$ cat src/rtl/multicycle_control.sv
// Main control FSM for the multicycle MIPS datapath: sequences fetch, decode,
// execute, memory and writeback from the opcode and stalls on mem_ready.
module multicycle_control #(
  parameter logic [5:0] OP_RTYPE = 6'b000000,
  parameter logic [5:0] OP_LW    = 6'b100011,
  parameter logic [5:0] OP_SW    = 6'b101011,
  parameter logic [5:0] OP_BEQ   = 6'b000100,
  parameter logic [5:0] OP_ADDI  = 6'b001000,
  parameter logic [5:0] OP_J     = 6'b000010
) (
  input  logic       clk,
  input  logic       rst_n,
  input  logic [5:0] Op,
  input  logic       mem_ready,
  output logic       IorD,
  output logic       MemWrite,
  output logic       IRWrite,
  output logic       RegDst,
  output logic       MemtoReg,
  output logic       RegWrite,
  output logic       ALUSrcA,
  output logic [1:0] ALUSrcB,
  output logic [1:0] ALUOp,
  output logic [1:0] PCSrc,
  output logic       PCWrite,
  output logic       Branch,
  output logic       illegal_op,
  output logic [3:0] state_o
);

  typedef enum logic [3:0] {
    S_FETCH   = 4'd0,
    S_DECODE  = 4'd1,
    S_MEMADR  = 4'd2,
    S_MEMRD   = 4'd3,
    S_MEMWB   = 4'd4,
    S_MEMWR   = 4'd5,
    S_EXECUTE = 4'd6,
    S_ALUWB   = 4'd7,
    S_BRANCH  = 4'd8,
    S_ADDIEX  = 4'd9,
    S_ADDIWB  = 4'd10,
    S_JUMP    = 4'd11
  } state_t;

  state_t state, state_next;

  // NOTE: sequential state uses non-blocking assignments so every flop
  // samples pre-edge values regardless of process ordering.
  always_ff @(posedge clk or negedge rst_n) begin
    if (!rst_n) state <= S_FETCH;
    else        state <= state_next;
  end

  assign state_o = state;

  always_comb begin
    // NOTE: every output gets a default first so no path through the case
    // leaves a variable unassigned, which would infer a latch.
    state_next = S_FETCH;
    IorD       = 1'b0;
    MemWrite   = 1'b0;
    IRWrite    = 1'b0;
    RegDst     = 1'b0;
    MemtoReg   = 1'b0;
    RegWrite   = 1'b0;
    ALUSrcA    = 1'b0;
    ALUSrcB    = 2'b01;
    ALUOp      = 2'b00;
    PCSrc      = 2'b00;
    PCWrite    = 1'b0;
    Branch     = 1'b0;
    illegal_op = 1'b0;

    case (state)
      S_FETCH: begin
        IRWrite    = mem_ready;
        PCWrite    = mem_ready;
        state_next = mem_ready ? S_DECODE : S_FETCH;
      end
      S_DECODE: begin
        ALUSrcB = 2'b11;
        if (Op == OP_LW || Op == OP_SW) state_next = S_MEMADR;
        else if (Op == OP_RTYPE)        state_next = S_EXECUTE;
        else if (Op == OP_BEQ)          state_next = S_BRANCH;
        else if (Op == OP_ADDI)         state_next = S_ADDIEX;
        else if (Op == OP_J)            state_next = S_JUMP;
        else begin
          state_next = S_FETCH;
          illegal_op = 1'b1;
        end
      end
      S_MEMADR: begin
        ALUSrcA    = 1'b1;
        ALUSrcB    = 2'b10;
        state_next = (Op == OP_SW) ? S_MEMWR : S_MEMRD;
      end
      S_MEMRD: begin
        IorD       = 1'b1;
        ALUSrcB    = 2'b00;
        state_next = mem_ready ? S_MEMWB : S_MEMRD;
      end
      S_MEMWB: begin
        ALUSrcB  = 2'b00;
        MemtoReg = 1'b1;
        RegWrite = 1'b1;
      end
      S_MEMWR: begin
        IorD       = 1'b1;
        ALUSrcB    = 2'b00;
        MemWrite   = mem_ready;
        state_next = mem_ready ? S_FETCH : S_MEMWR;
      end
      S_EXECUTE: begin
        ALUSrcA    = 1'b1;
        ALUSrcB    = 2'b00;
        ALUOp      = 2'b10;
        state_next = S_ALUWB;
      end
      S_ALUWB: begin
        ALUSrcB  = 2'b00;
        RegDst   = 1'b1;
        RegWrite = 1'b1;
      end
      S_BRANCH: begin
        ALUSrcA = 1'b1;
        ALUSrcB = 2'b00;
        ALUOp   = 2'b01;
        PCSrc   = 2'b01;
        Branch  = 1'b1;
      end
      S_ADDIEX: begin
        ALUSrcA    = 1'b1;
        ALUSrcB    = 2'b10;
        state_next = S_ADDIWB;
      end
      S_ADDIWB: begin
        ALUSrcB  = 2'b00;
        RegWrite = 1'b1;
      end
      S_JUMP: begin
        ALUSrcB = 2'b00;
        PCSrc   = 2'b10;
        PCWrite = 1'b1;
      end
      default: begin
        ALUSrcB = 2'b00;
      end
    endcase

    // The state register is already forced to FETCH while reset is low;
    // this keeps FETCH's mem_ready-driven enables from firing meanwhile.
    if (!rst_n) begin
      MemWrite   = 1'b0;
      IRWrite    = 1'b0;
      RegWrite   = 1'b0;
      PCWrite    = 1'b0;
      Branch     = 1'b0;
      illegal_op = 1'b0;
    end
  end

endmodule

$ cat config.mk
export PLATFORM = sky130hd
export DESIGN_NAME = multicycle_control
export DESIGN_NICKNAME = d
export VERILOG_FILES = /design/src/rtl/multicycle_control.sv
export SDC_FILE = /design/constraint.sdc
export NUM_CORES = 1
export LEC_CHECK = 0
export ABC_AREA = 1
export CAP_MARGIN = 20
export CORE_MARGIN = 2
export CORE_UTILIZATION = 35
export DETAILED_ROUTE_END_ITERATION = 8
export PLACE_DENSITY = 0.72
export SETUP_SLACK_MARGIN = 0.3
export SYNTH_ARGS = -nofsm -noshare
export SYNTH_HDL_FRONTEND = slang
export SYNTH_SLANG_ARGS = --single-unit
$ cat constraint.sdc
create_clock -name clk -period 1.5 [get_ports clk]
set_input_delay 0.3 -clock clk [delete_from_list [all_inputs] [get_ports clk]]
set_output_delay 0.3 -clock clk [all_outputs]
set_load 0.1 [all_outputs]
==> summary.md, run 1 <==
| Metric | Value |
|---|---|
| I/O Buffers | `28` |
| Error message | `[ERROR DPL-0033] detailed placement checks failed during check placement.` |
| Chip width | `41.7 um` |
| Initial Util | `0.377` |
| Synth unique cells | `15` |
| Synth Register Bits | `4` |
| Detailed placement HPWL | `2350 um` |
| Avg Cell Area, Syn | `5.17 um^2` |
| Die span in y | `41.7 um` |
| Mapped Area | `497 um^2` |
| Seq/Total Area, Yosys | `0.202` |
| Failed at | `detailed placement` |
| I/O pin cnt | `29` |
| Syn nets | `105` |
| Synth warn | `0` |
| Post-Syn Instances | `96` |
| Core Rows | `13` |
| GP Congestion | `0.808` |
| Status | `aborted with a tool error` |
cell usage after synthesis:
master     n  share of area
nand2_1   25           0.19
inv_1     17           0.13
nor2_1    17           0.13
nand3_1   15           0.15
dfrtp_1    4           0.20
nor2_2     4          0.050
inv_2      3          0.023
a21oi_1    2          0.020
nand2_2    2          0.025
nor3_1     2          0.020
clkinv_1   1         0.0075
clkinv_2   1          0.010
nand4_1    1          0.013
nor2_4     1          0.023
o21ai_1    1          0.010
through the flow:
stage	area [um^2]	hold WS, ns	setup slack, ns	cells	TNS [ns]
floorplan	638	0.00443	-0.554	96	-4.83
global placement	1290	0.662	-0.249	158	-1.36
logic make-up after synthesis:
family / Yosys count / share of synthesized area
simple gates: 67 / 0.599
buf+inv: 22 / 0.169
flops: 4 / 0.202
compound gates: 3 / 0.0302
==> run 2, diff against run 1 <==
- CORE_AREA: not set -> 2 2 63 65
- CORE_MARGIN: 2 -> not set
- CORE_UTILIZATION: 35 -> not set
- DIE_AREA: not set -> 0 0 65 67
- PLACE_DENSITY: 0.72 -> not set
- PLACE_DENSITY_LB_ADDON: not set -> 0.15
- SETUP_SLACK_MARGIN: 0.3 -> not set
==> run 2 against run 1 <==
Net effect: the flow now finishes, with violations (setup timing); synthesized area stayed put; synthesized cell count stayed put.
==> summary.md, run 2 <==
| Metric | Value |
|---|---|
| Worst-path clk slew | `0.03 ns` |
| Post-route antenna net violation count | `0` |
| Core Rows | `22 (was 13)` |
| Largest register FFs | `4` |
| WL final | `1980 um` |
| Layout cell share with drive strength beyond 1 | `0.663` |
| WL/cell | `9.27 um` |
| GP Congestion | `0.702 (was 0.808)` |
| # diodes | `0` |
| I/O pin cnt | `29 (unchanged)` |
| GR Util All Layers | `0.0998` |
| CTS Buf Count | `3` |
| Chip width | `65 um (was 41.7 um)` |
| Area of the multi-input gates | `502 um^2` |
| Peak per-stage delay on the critical path | `0.42 ns` |
| Required time worst endpoint | `1.20 ns` |
| Ys flop type | `dfrtp_1 (unchanged)` |
| WHS | `0.472 ns` |
| Post-Syn Instances | `96 (unchanged)` |
| Cell taking the most area after synthesis | `dfrtp_1 (unchanged)` |
| Clock tree from TritonCTS | `built` |
| Pwr dens | `1920 nW/um^2` |
| Period Utilization, post-route | `1.18` |
| Maximum vdd ir drop | `796 uV` |
| Initial DRC count | `11` |
| Mux cell area share after synthesis | `0 (unchanged)` |
| P_leak | `0.000806 uW` |
| Simple-Gate Fraction of Synth Area | `0.599 (unchanged)` |
| Worst R2R Setup Slack | `0.09 ns` |
| Slew @ Worst Pin | `0.201 ns` |
| HP Class | `primary input to async pin` |
| Slew Viols, Final | `0` |
| Async set or reset register ratio after synthesis | `1.00 (unchanged)` |
| Most frequent cell after synthesis | `nand2_1 (unchanged)` |
| Vias in the first global route | `821` |
| Failing checks | `setup timing` |
| Mapped Area | `497 um^2 (unchanged)` |
| Rel. slew slack | `0.866` |
| Setup ws final | `-0.277 ns` |
| Clk sinks | `4` |
| Register area | `115 um^2` |
| Synth unique cells | `15 (unchanged)` |
| Most frequent cells in the layout | `29 x buf_4, 20 x buf_12, 15 x nand2_1` |
| Initial Util | `0.138 (was 0.377)` |
| Die area | `4360 um^2` |
| Max Freq | `563 MHz` |
| CP dominant cell by count | `nor2_4` |
| Worst reg2reg startpoint | `state_o[2]` |
| Fillers | `346` |
| Largest family of logic cells by synthesized area | `simple AND/OR/NAND/NOR gates (unchanged)` |
| R2r worst-path depth | `9` |
| Top cells by count, synth | `25 x nand2_1, 17 x inv_1, 17 x nor2_1 (unchanged)` |
| First-pass DRT Iterations | `4` |
| CP max-delay cell | `dfrtp_4` |
| Unrepaired setup endpoints after global routing | `true` |
| First-pass GRT wire length | `3360 um` |
| Clock latency on the worst-skew pair | `0.21 ns` |
| Layout Nets | `177` |
| Core ar. | `3610 um^2` |
| Maximum clock path buffer count | `2` |
| Tmin final | `1.78 ns` |
| Synth top area share | `0.202 (unchanged)` |
| Synth-to-layout area growth | `231%` |
| Synth warn | `0 (unchanged)` |
| Clock root buffer | `clkbuf_8` |
| Status | `finished, violations left (was aborted with a tool error)` |
| Crit path max fanout | `4` |
| Seq/Total Area, Yosys | `0.202 (unchanged)` |
| DRC viols | `0` |
| Maximum capacitance violations | `0` |
| Final hold vios | `0` |
| Critical Path Sink Type | `output pin` |
| Die span in y | `67 um (was 41.7 um)` |
| Synth Register Bits | `4 (unchanged)` |
| Largest net degree at the start of global routing | `6` |
| Avg Cell Area, Syn | `5.17 um^2 (unchanged)` |
| I/O Buffers | `28 (unchanged)` |
| H-tree depth | `1` |
| Critical Path AT | `1.48 ns` |
| Vias/cell | `3.79` |
| Layout Skew | `0.00112 ns` |
| Adder-cell share of the synthesized area | `0 (unchanged)` |
| Grt ovf | `0` |
| Setup violators final | `18` |
| Setup WS pre-CTS | `-0.311 ns` |
| Post-synth EDFFs | `0 (unchanged)` |
| FF-to-FF End | `state_o[1]` |
| Most common cell after layout, fill and taps aside | `buf_4` |
| Synth Area in Compound Gates | `0.0302 (unchanged)` |
| Detailed placement HPWL | `1650 um (was 2350 um)` |
| Post-synthesis xor/xnor area fraction | `0 (unchanged)` |
| Top cells by area, synth | `dfrtp_1 20%, nand2_1 19%, nand3_1 15%, inv_1 13%, nor2_1 13% (unchanged)` |
| Syn nets | `105 (unchanged)` |
| Number of antenna violations at the first check in global routing | `0` |
| CP startpoint kind | `flip-flop` |
| Sequence of cells on the critical path | `buf_6, inv_4, nor2_4, nand2_2, clkinv_2, nand3_4, nor2_4, buf_12` |
| Final Core Density | `0.456` |
| Crit Path Category | `flip-flop to output pin` |
| Vias | `810` |
==> run 2: layer usage <==
metal,part of all wire,vias up,wire [um],track usage
li1,-,432,-,-
met1,0.39,358,764,0.102
met2,0.57,20,1120,0.201
met3,0.048,0,96,0.0186
met4,0,0,0,0.0319
met5,0,-,0,0
==> run 2: final cells by class <==
type / instances / area share
repair buffers: 67 / 0.494
multi-input cells: 70 / 0.305
flip-flops and latches: 4 / 0.0701
inverters: 22 / 0.0693
well taps: 48 / 0.0366
clock buffers: 3 / 0.0251
==> run 2: cell families after synthesis <==
group	after synthesis
compound gates	3
buf+inv	22
flops	4
simple gates	67
==> run 2: what timing repair did <==
action	4_1_cts	5_1_grt
hold buffers	0	0
resized for setup	29	4
pin swaps	8	5
gates cloned	0	0
endpoints found under the setup margin	16	20
setup buffers	6	4
==> run 2: through the flow <==
step | cell area (um^2) | TNS, ns | power [uW] | cells
after detailed placement | 1400 | -1.74 | 2580 | 202
after floorplan | 638 | -4.83 | 1620 | 96
after global routing | 1640 | -4.49 | 3300 | 214
final | 1640 | -3.48 | 3160 | 214
after global placement | 1400 | -1.82 | 2570 | 202
after CTS | 1610 | -3.61 | 3150 | 211
==> run 2: worst max-delay path by stage <==
| stage | to | start | depth (start not counted) | slack [ns] |
|---|---|---|---|---|
| 6_report | illegal_op | state_o[0] | 8 | -0.28 |
| 5_1_grt | RegWrite | state_o[3] | 7 | -0.35 |
| 2_1_floorplan | MemWrite | state_o[2] | 4 | -0.55 |
| 4_1_cts | illegal_op | state_o[0] | 8 | -0.28 |
| 3_3_place_gp | illegal_op | Op[3] | 7 | -0.29 |
| 3_5_place_dp | illegal_op | Op[5] | 6 | -0.31 |
==> run 2: worst max-delay path: cells and delay by family, from the launching register on <==
kind,cells,cell delay (ns)
buffers and inverters,4,0.40
DFF,1,0.42
and+or+nand+nor,4,0.43
==> run 2: power breakdown <==
group	internal, uW	total (uW)	switching, uW
Sequential	164	220	55.1
Clock	171	222	51.0
Combinational	1120	2720	1600
No activity file was read; power rests on OpenSTA's default activity.
==> run 3, diff against run 2 <==
- clock period: 1.5 -> 2.19 ns (I/O delays scaled with it)
==> run 3 against run 2 <==
Net effect: the flow now finishes without violations; sequential cell count did not move; sequential share of layout area rose by 2.4 points; cell count fell by 18%; count of clock-buffer cells in the layout did not move; register-to-register slack improved by 0.83 ns; clock skew barely moved; hold slack improved by 0.058 ns; sequential power fell by 31%; largest power group unchanged; highest routed layer is now met4.
==> summary.md, run 3 (synthesis gave the netlist of run 2 again) <==
| Metric | Value |
|---|---|
| Critical Path Sink Type | `output pin (unchanged)` |
| Slew Viols, Final | `0 (unchanged)` |
| Max Freq | `485 MHz` |
| Maximum clock path buffer count | `2 (unchanged)` |
| Required time worst endpoint | `1.75 ns (was 1.20 ns)` |
| Setup WS pre-CTS | `0.105 ns (was -0.311 ns)` |
| Crit path max fanout | `4 (unchanged)` |
| Setup ws final | `0.127 ns (was -0.277 ns)` |
| I/O pin cnt | `29 (unchanged)` |
| Pwr dens | `1440 nW/um^2 (was 1920 nW/um^2)` |
| Vias/cell | `3.84 (was 3.79)` |
| Maximum vdd ir drop | `460 uV (was 796 uV)` |
| Worst-path clk slew | `0.03 ns (about the same)` |
| Launch point of the worst path | `Op[2] (was state_o[0])` |
| R2r worst-path depth | `5 (was 9)` |
| Worst reg2reg startpoint | `state_o[2] (unchanged)` |
| GP Congestion | `0.747 (was 0.702)` |
| Grt ovf | `0 (unchanged)` |
| Period Utilization, post-route | `0.942` |
| Post-route antenna net violation count | `0 (unchanged)` |
| Placed cell areas | `1080 um^2 (was 1400 um^2)` |
| Layout cell share with drive strength beyond 1 | `0.398 (was 0.663)` |
| Status | `complete, no violations (was finished, violations left)` |
| Clk sinks | `4 (unchanged)` |
| Clock root buffer | `clkbuf_8 (unchanged)` |
| Die area | `4360 um^2 (unchanged)` |
| Clock latency on the worst-skew pair | `0.22 ns (was 0.21 ns)` |
| Crit Path Category | `primary input to output pin (was flip-flop to output pin)` |
| Largest net degree at the start of global routing | `7 (was 6)` |
| FF-to-FF End | `state_o[0] (was state_o[1])` |
| Largest register FFs | `4 (unchanged)` |
| CTS Buf Count | `3 (unchanged)` |
| Layout Nets | `139 (was 177)` |
| Initial Util | `0.138 (unchanged)` |
| Vias | `675 (was 810)` |
| First-pass DRT Iterations | `4 (unchanged)` |
| Most frequent cells in the layout | `25 x nand2_1, 16 x buf_12, 14 x inv_1 (was 29 x buf_4, 20 x buf_12, 15 x nand2_1)` |
| Worst Setup EP | `illegal_op (unchanged)` |
| Most common cell after layout, fill and taps aside | `nand2_1 (was buf_4)` |
| WL final | `1620 um (was 1980 um)` |
| Worst R2R Setup Slack | `0.92 ns (was 0.09 ns)` |
| Final std cells w/o fill | `176 (was 214)` |
| Layout Skew | `0.00144 ns (was 0.00112 ns)` |
| I/O Buffers | `28 (unchanged)` |
| # diodes | `0 (unchanged)` |
| P_leak | `0.000554 uW (was 0.000806 uW)` |
| DRC viols | `0 (unchanged)` |
| Maximum capacitance violations | `0 (unchanged)` |
| Clock tree from TritonCTS | `built (unchanged)` |
| Number of antenna violations at the first check in global routing | `0 (unchanged)` |
| Inst Count DP | `173 (was 202)` |
| Tmin final | `2.06 ns` |
| Synth-to-layout area growth | `126% (was 231%)` |
| Detailed placement HPWL | `1430 um (was 1650 um)` |
| Chip width | `65 um (unchanged)` |
| Slew @ Worst Pin | `0.333 ns (was 0.201 ns)` |
| Final hold vios | `0 (unchanged)` |
| H-tree depth | `1 (unchanged)` |
| CP startpoint kind | `primary input (was flip-flop)` |
| Unrepaired setup endpoints after global routing | `false (was true)` |
| Setup violators final | `0 (was 18)` |
| Post-route setup TNS | `0 ns (was -3.48 ns)` |
| Die span in y | `67 um (unchanged)` |
| Design Area, Final | `1120 um^2 (was 1640 um^2)` |
| Critical Path AT | `1.63 ns (was 1.48 ns)` |
| WL/cell | `9.23 um (was 9.27 um)` |
| Setup Fix Bufs, Post-CTS | `0 (was 6)` |
| GR Util All Layers | `0.0831 (was 0.0998)` |
| Rel. slew slack | `0.777 (was 0.866)` |
| First-pass GRT wire length | `2720 um (was 3360 um)` |
| Initial DRC count | `21 (was 11)` |
| HP Class | `primary input to async pin (unchanged)` |
| Core ar. | `3610 um^2 (unchanged)` |
| Core Rows | `22 (unchanged)` |
| Vias in the first global route | `636 (was 821)` |
==> run 3: cell count changes in the layout (fill, tap and decap cells not counted), moves of 5 or more <==
| cell | delta |
|---|---|
| nand2_4 | -5 |
| nand2_1 | +10 |
| nand2_2 | -5 |
| buf_4 | -24 |
| buf_6 | -10 |
| inv_1 | +5 |
==> run 3: power by group <==
part | leakage (uW) | internal (uW) | switching (uW)
sequential | 0.0000477 | 102 | 49.4
clock | 0.0000216 | 117 | 37.2
combinational | 0.000484 | 393 | 921
total | 0.000554 | 612 | 1010
==> run 3: how the worst min path moves through the flow <==
stage,to,cells past startpoint
5_1_grt,state_o[0],2
3_3_place_gp,state_o[2],2
6_report,state_o[3],2
2_1_floorplan,state_o[0],0
4_1_cts,state_o[2],2
3_5_place_dp,state_o[3],2
==> run 3: layout make-up <==
| class | count | area, um^2 |
|---|---|---|
| clock buffer | 3 | 41.3 |
| fill | 392 | 2480 |
| inverter | 22 | 95.1 |
| multi-input combinational | 70 | 382 |
| sequential | 4 | 105 |
| tap | 48 | 60.1 |
| timing repair buffer | 29 | 438 |
==> run 3: critical path, cell delays in order <==
cell and delay, ns:
clkdlybuf4s50_1 0.52, nor2_1 0.07, nand3_1 0.13, nand4_1 0.16, nor2_4 0.13, buf_12 0.18
==> run 3: repair_timing <==
item,4_1_cts,5_1_grt
gates resized for setup,0,1
endpoints found under the setup margin,0,1
hold buffers,0,0
==> run 3: metal layers <==
| layer | vias to the layer above | wire length [um] | global-route usage |
|---|---|---|---|
| li1 | 356 | - | - |
| met4 | 0 | 15 | 0.0399 |
| met5 | - | 0 | 0 |
| met2 | 24 | 806 | 0.146 |
| met3 | 2 | 106 | 0.0220 |
| met1 | 293 | 695 | 0.0930 |
==> run 3: metrics by stage <==
| step | total power, uW | hold WS, ns | util |
|---|---|---|---|
| 4_1_cts | 1630 | 0.530 | 0.310 |
| 6_report | 1620 | 0.530 | 0.311 |
| 5_1_grt | 1690 | 0.551 | 0.311 |
| 2_1_floorplan | 1060 | 0.142 | - |
| 3_3_place_gp | 1470 | 0.752 | 0.299 |
| 3_5_place_dp | 1480 | 0.752 | 0.299 |
==> run 4, diff against run 3 <==
- ABC_AREA: 1 -> not set
==> run 4 against run 3 <==
Net effect: fmax decreased by 3.2%; via count increased by 1.2%; die area unchanged; first-iteration DRC count decreased by 67%; synthesized area increased by 15%; register-to-register slack got worse by 0.17 ns; wire length increased by 17%; total power increased by 0.30%; clock power about the same; final area increased by 23%; synthesized cell count decreased by 23%; critical endpoint unchanged; largest cell class is now multi-input gates.
==> summary.md, run 4 <==
| Metric | Value |
|---|---|
| I/O Buffers | `28 (unchanged)` |
| Pint | `704 uW (was 612 uW)` |
| Crit path buf inv count | `3 (was 2)` |
| CP startpoint kind | `primary input (unchanged)` |
| WL final | `1900 um (was 1620 um)` |
| Switch share | `0.567 (was 0.622)` |
| Critical Path AT | `1.69 ns (was 1.63 ns)` |
| Clock root buffer | `clkbuf_8 (unchanged)` |
| Vias in the first global route | `712 (was 636)` |
| Vias/cell | `4.27 (was 3.84)` |
| WL/cell | `11.9 um (was 9.23 um)` |
| Grt ovf | `0 (unchanged)` |
| Post-route setup TNS | `0 ns (unchanged)` |
| Die span in y | `67 um (unchanged)` |
| Maximum vdd ir drop | `482 uV (was 460 uV)` |
| Net switching power | `921 uW (was 1010 uW)` |
| Unrepaired setup endpoints after global routing | `false (unchanged)` |
| R2r worst-path depth | `3 (was 5)` |
| CTS Buf Count | `3 (unchanged)` |
| Sequence of cells on the critical path | `clkdlybuf4s50_1, buf_4, nand3_2, nor3_4, buf_12 (was clkdlybuf4s50_1, nor2_1, nand3_1, nand4_1, nor2_4, buf_12)` |
| Post-route antenna net violation count | `0 (unchanged)` |
| Slew Viols, Final | `0 (unchanged)` |
| P_leak | `0.000559 uW (was 0.000554 uW)` |
| Maximum clock path buffer count | `2 (unchanged)` |
| Synth warn | `0 (unchanged)` |
| Post-synth EDFFs | `0 (unchanged)` |
| Seq pwr share | `0.131 (was 0.094)` |
| Vias | `683 (was 675)` |
| WP depth | `5 (was 6)` |
| Seq/Total Area, Yosys | `0.175 (was 0.202)` |
| Chip width | `65 um (unchanged)` |
| Max Freq | `469 MHz (was 485 MHz)` |
| Total power | `1620 uW (about the same)` |
| Setup violators final | `0 (unchanged)` |
| Die area | `4360 um^2 (unchanged)` |
| Post-Syn Instances | `74 (was 96)` |
| Required time worst endpoint | `1.75 ns (about the same)` |
| Synth top area share | `0.175 (was 0.202)` |
| Maximum capacitance violations | `0 (unchanged)` |
| Largest net degree at the start of global routing | `16 (was 7)` |
| Critical Path Sink Type | `output pin (unchanged)` |
| Top cells by count, synth | `9 x nor2_1, 7 x nor3_1, 4 x dfrtp_1, 4 x nand2_1 (was 25 x nand2_1, 17 x inv_1, 17 x nor2_1)` |
| Fillers | `379 (was 392)` |
| Layout Nets | `123 (was 139)` |
| Status | `complete, no violations (unchanged)` |
| Layout Skew | `0.00377 ns (was 0.00144 ns)` |
| Synth Register Bits | `4 (unchanged)` |
| First-pass GRT wire length | `3270 um (was 2720 um)` |
| Initial DRC count | `7 (was 21)` |
| Top cells by area, synth | `dfrtp_1 17%, nor3_1 6.1%, nor2_1 5.9%, nor3b_1 3.9%, o211a_1 3.5% (was dfrtp_1 20%, nand2_1 19%, nand3_1 15%, inv_1 13%, nor2_1 13%)` |
| Most frequent cell after synthesis | `nor2_1 (was nand2_1)` |
| H-tree depth | `1 (unchanged)` |
| Rel. slew slack | `0.801 (was 0.777)` |
| DRC viols | `0 (unchanged)` |
| CP delay by family, top | `buffers and inverters (unchanged)` |
| I/O pin cnt | `29 (unchanged)` |
| Clock power share | `0.093 (was 0.095)` |
| CP max-delay cell | `clkdlybuf4s50_1 (unchanged)` |
| Ys flop type | `dfrtp_1 (unchanged)` |
| Most common cell after layout, fill and taps aside | `buf_12 (was nand2_1)` |
| Peak per-stage delay on the critical path | `0.57 ns (was 0.52 ns)` |
| Synth unique cells | `36 (was 15)` |
| Setup Fix Bufs, Post-CTS | `0 (unchanged)` |
| HP Class | `primary input to async pin (unchanged)` |
| Layout cell share with drive strength beyond 1 | `0.580 (was 0.398)` |
| Inst Count DP | `157 (was 173)` |
| Initial Util | `0.159 (was 0.138)` |
| First-pass DRT Iterations | `4 (unchanged)` |
| # diodes | `0 (unchanged)` |
| Area of the multi-input gates | `599 um^2 (was 382 um^2)` |
| Comb power frac | `0.775 (was 0.811)` |
| Syn nets | `83 (was 105)` |
| Core Rows | `22 (unchanged)` |
| Largest register FFs | `4 (unchanged)` |
| Period Utilization, post-route | `0.973 (was 0.942)` |
| Pwr dens | `1180 nW/um^2 (was 1440 nW/um^2)` |
| Final Core Density | `0.381 (was 0.311)` |
| Setup ws final | `0.0585 ns (was 0.127 ns)` |
| Number of antenna violations at the first check in global routing | `0 (unchanged)` |
| Synth-to-layout area growth | `140% (was 126%)` |
| GP Congestion | `0.743 (was 0.747)` |
| Tmin final | `2.13 ns (was 2.06 ns)` |
| GR Util All Layers | `0.0973 (was 0.0831)` |
| Setup WS pre-CTS | `-0.0273 ns (was 0.105 ns)` |
| Detailed placement HPWL | `1530 um (was 1430 um)` |
| Clk sinks | `4 (unchanged)` |
| Slew @ Worst Pin | `0.298 ns (was 0.333 ns)` |
| Async set or reset register ratio after synthesis | `1.00 (unchanged)` |
| Final std cells w/o fill | `160 (was 176)` |
| Clock latency on the worst-skew pair | `0.21 ns (was 0.22 ns)` |
| Register area | `115 um^2 (was 105 um^2)` |
| Clock tree from TritonCTS | `built (unchanged)` |
| Worst-path clk slew | `0.03 ns (about the same)` |
| Core ar. | `3610 um^2 (unchanged)` |
| Crit path max fanout | `4 (unchanged)` |
| Most frequent cells in the layout | `18 x buf_12, 15 x buf_4, 5 x nor2_1 (was 25 x nand2_1, 16 x buf_12, 14 x inv_1)` |
| Mapped Area | `573 um^2 (was 497 um^2)` |
| Cell taking the most area after synthesis | `dfrtp_1 (unchanged)` |
| Final hold vios | `0 (unchanged)` |
| Avg Cell Area, Syn | `7.74 um^2 (was 5.17 um^2)` |
| Crit Path Category | `primary input to output pin (unchanged)` |
run 4: worst reg2reg max path, delay by kind of cell (launching register included):
family,cells,cell delay (ns)
DFF,1,0.56
and+or+nand+nor,2,0.46
AOI/OAI and AO/OA,1,0.35
run 4: final timing paths:
path / to / startpoint / slack (ns)
worst max-delay path: illegal_op / rst_n / 0.06
worst min-delay path: state_o[0] / rst_n / 0.63
worst max register to register: state_o[1] / state_o[2] / 0.75
worst min register to register: state_o[3] / state_o[0] / 0.75
max in group asynchronous: state_o[2] / rst_n / 1.44
min in group clk: state_o[3] / state_o[0] / 0.75
run 4: stage by stage:
step	cell area [um^2]	hold slack, ns
final	1380	0.634
after global placement	1310	0.734
after global routing	1380	0.649
after CTS	1350	0.644
after detailed placement	1310	0.738
after floorplan	753	0.142
run 4: power by group through the flow:
stage / sequential [uW] / combinational, uW / clock, uW
finish: 213 / 1260 / 152
CTS: 210 / 1260 / 158
detailed placement: 211 / 1260 / 0
floorplan: 277 / 802 / 0
global route: 226 / 1310 / 164
global placement: 211 / 1260 / 0
run 4: cell families (layout without fill, tap and decap cells):
kind of cell	count (synthesis)	in the layout	synth area share
AO/OA/AOI/OAI	14	14	0.186
AND/OR/NAND/NOR	46	46	0.504
multiplexers	1	1	0.0175
flip-flops	4	4	0.175
buffers and inverters	6	44	0.0720
XOR/XNOR	3	3	0.0459
run 4: layer usage:
| metal | wire length, um | part of all wire | vias up | track usage |
|---|---|---|---|---|
| met5 | 0 | 0 | - | 0 |
| met2 | 931 | 0.49 | 18 | 0.161 |
| li1 | - | - | 354 | - |
| met4 | 17 | 0.0090 | 0 | 0.0399 |
| met1 | 856 | 0.45 | 309 | 0.124 |
| met3 | 92 | 0.048 | 2 | 0.0169 |
run 4: repair_timing:
item	4_1_cts	5_1_grt
pin swaps	1	2
resized for setup	2	5
hold buffers	0	0
endpoints found under the setup margin	1	2
run 4: layout make-up:
class / instances / area share
clock buffer: 3 / 0.0300
multi-input combinational: 64 / 0.436
sequential: 4 / 0.0837
tap: 48 / 0.0437
timing repair buffer: 41 / 0.407
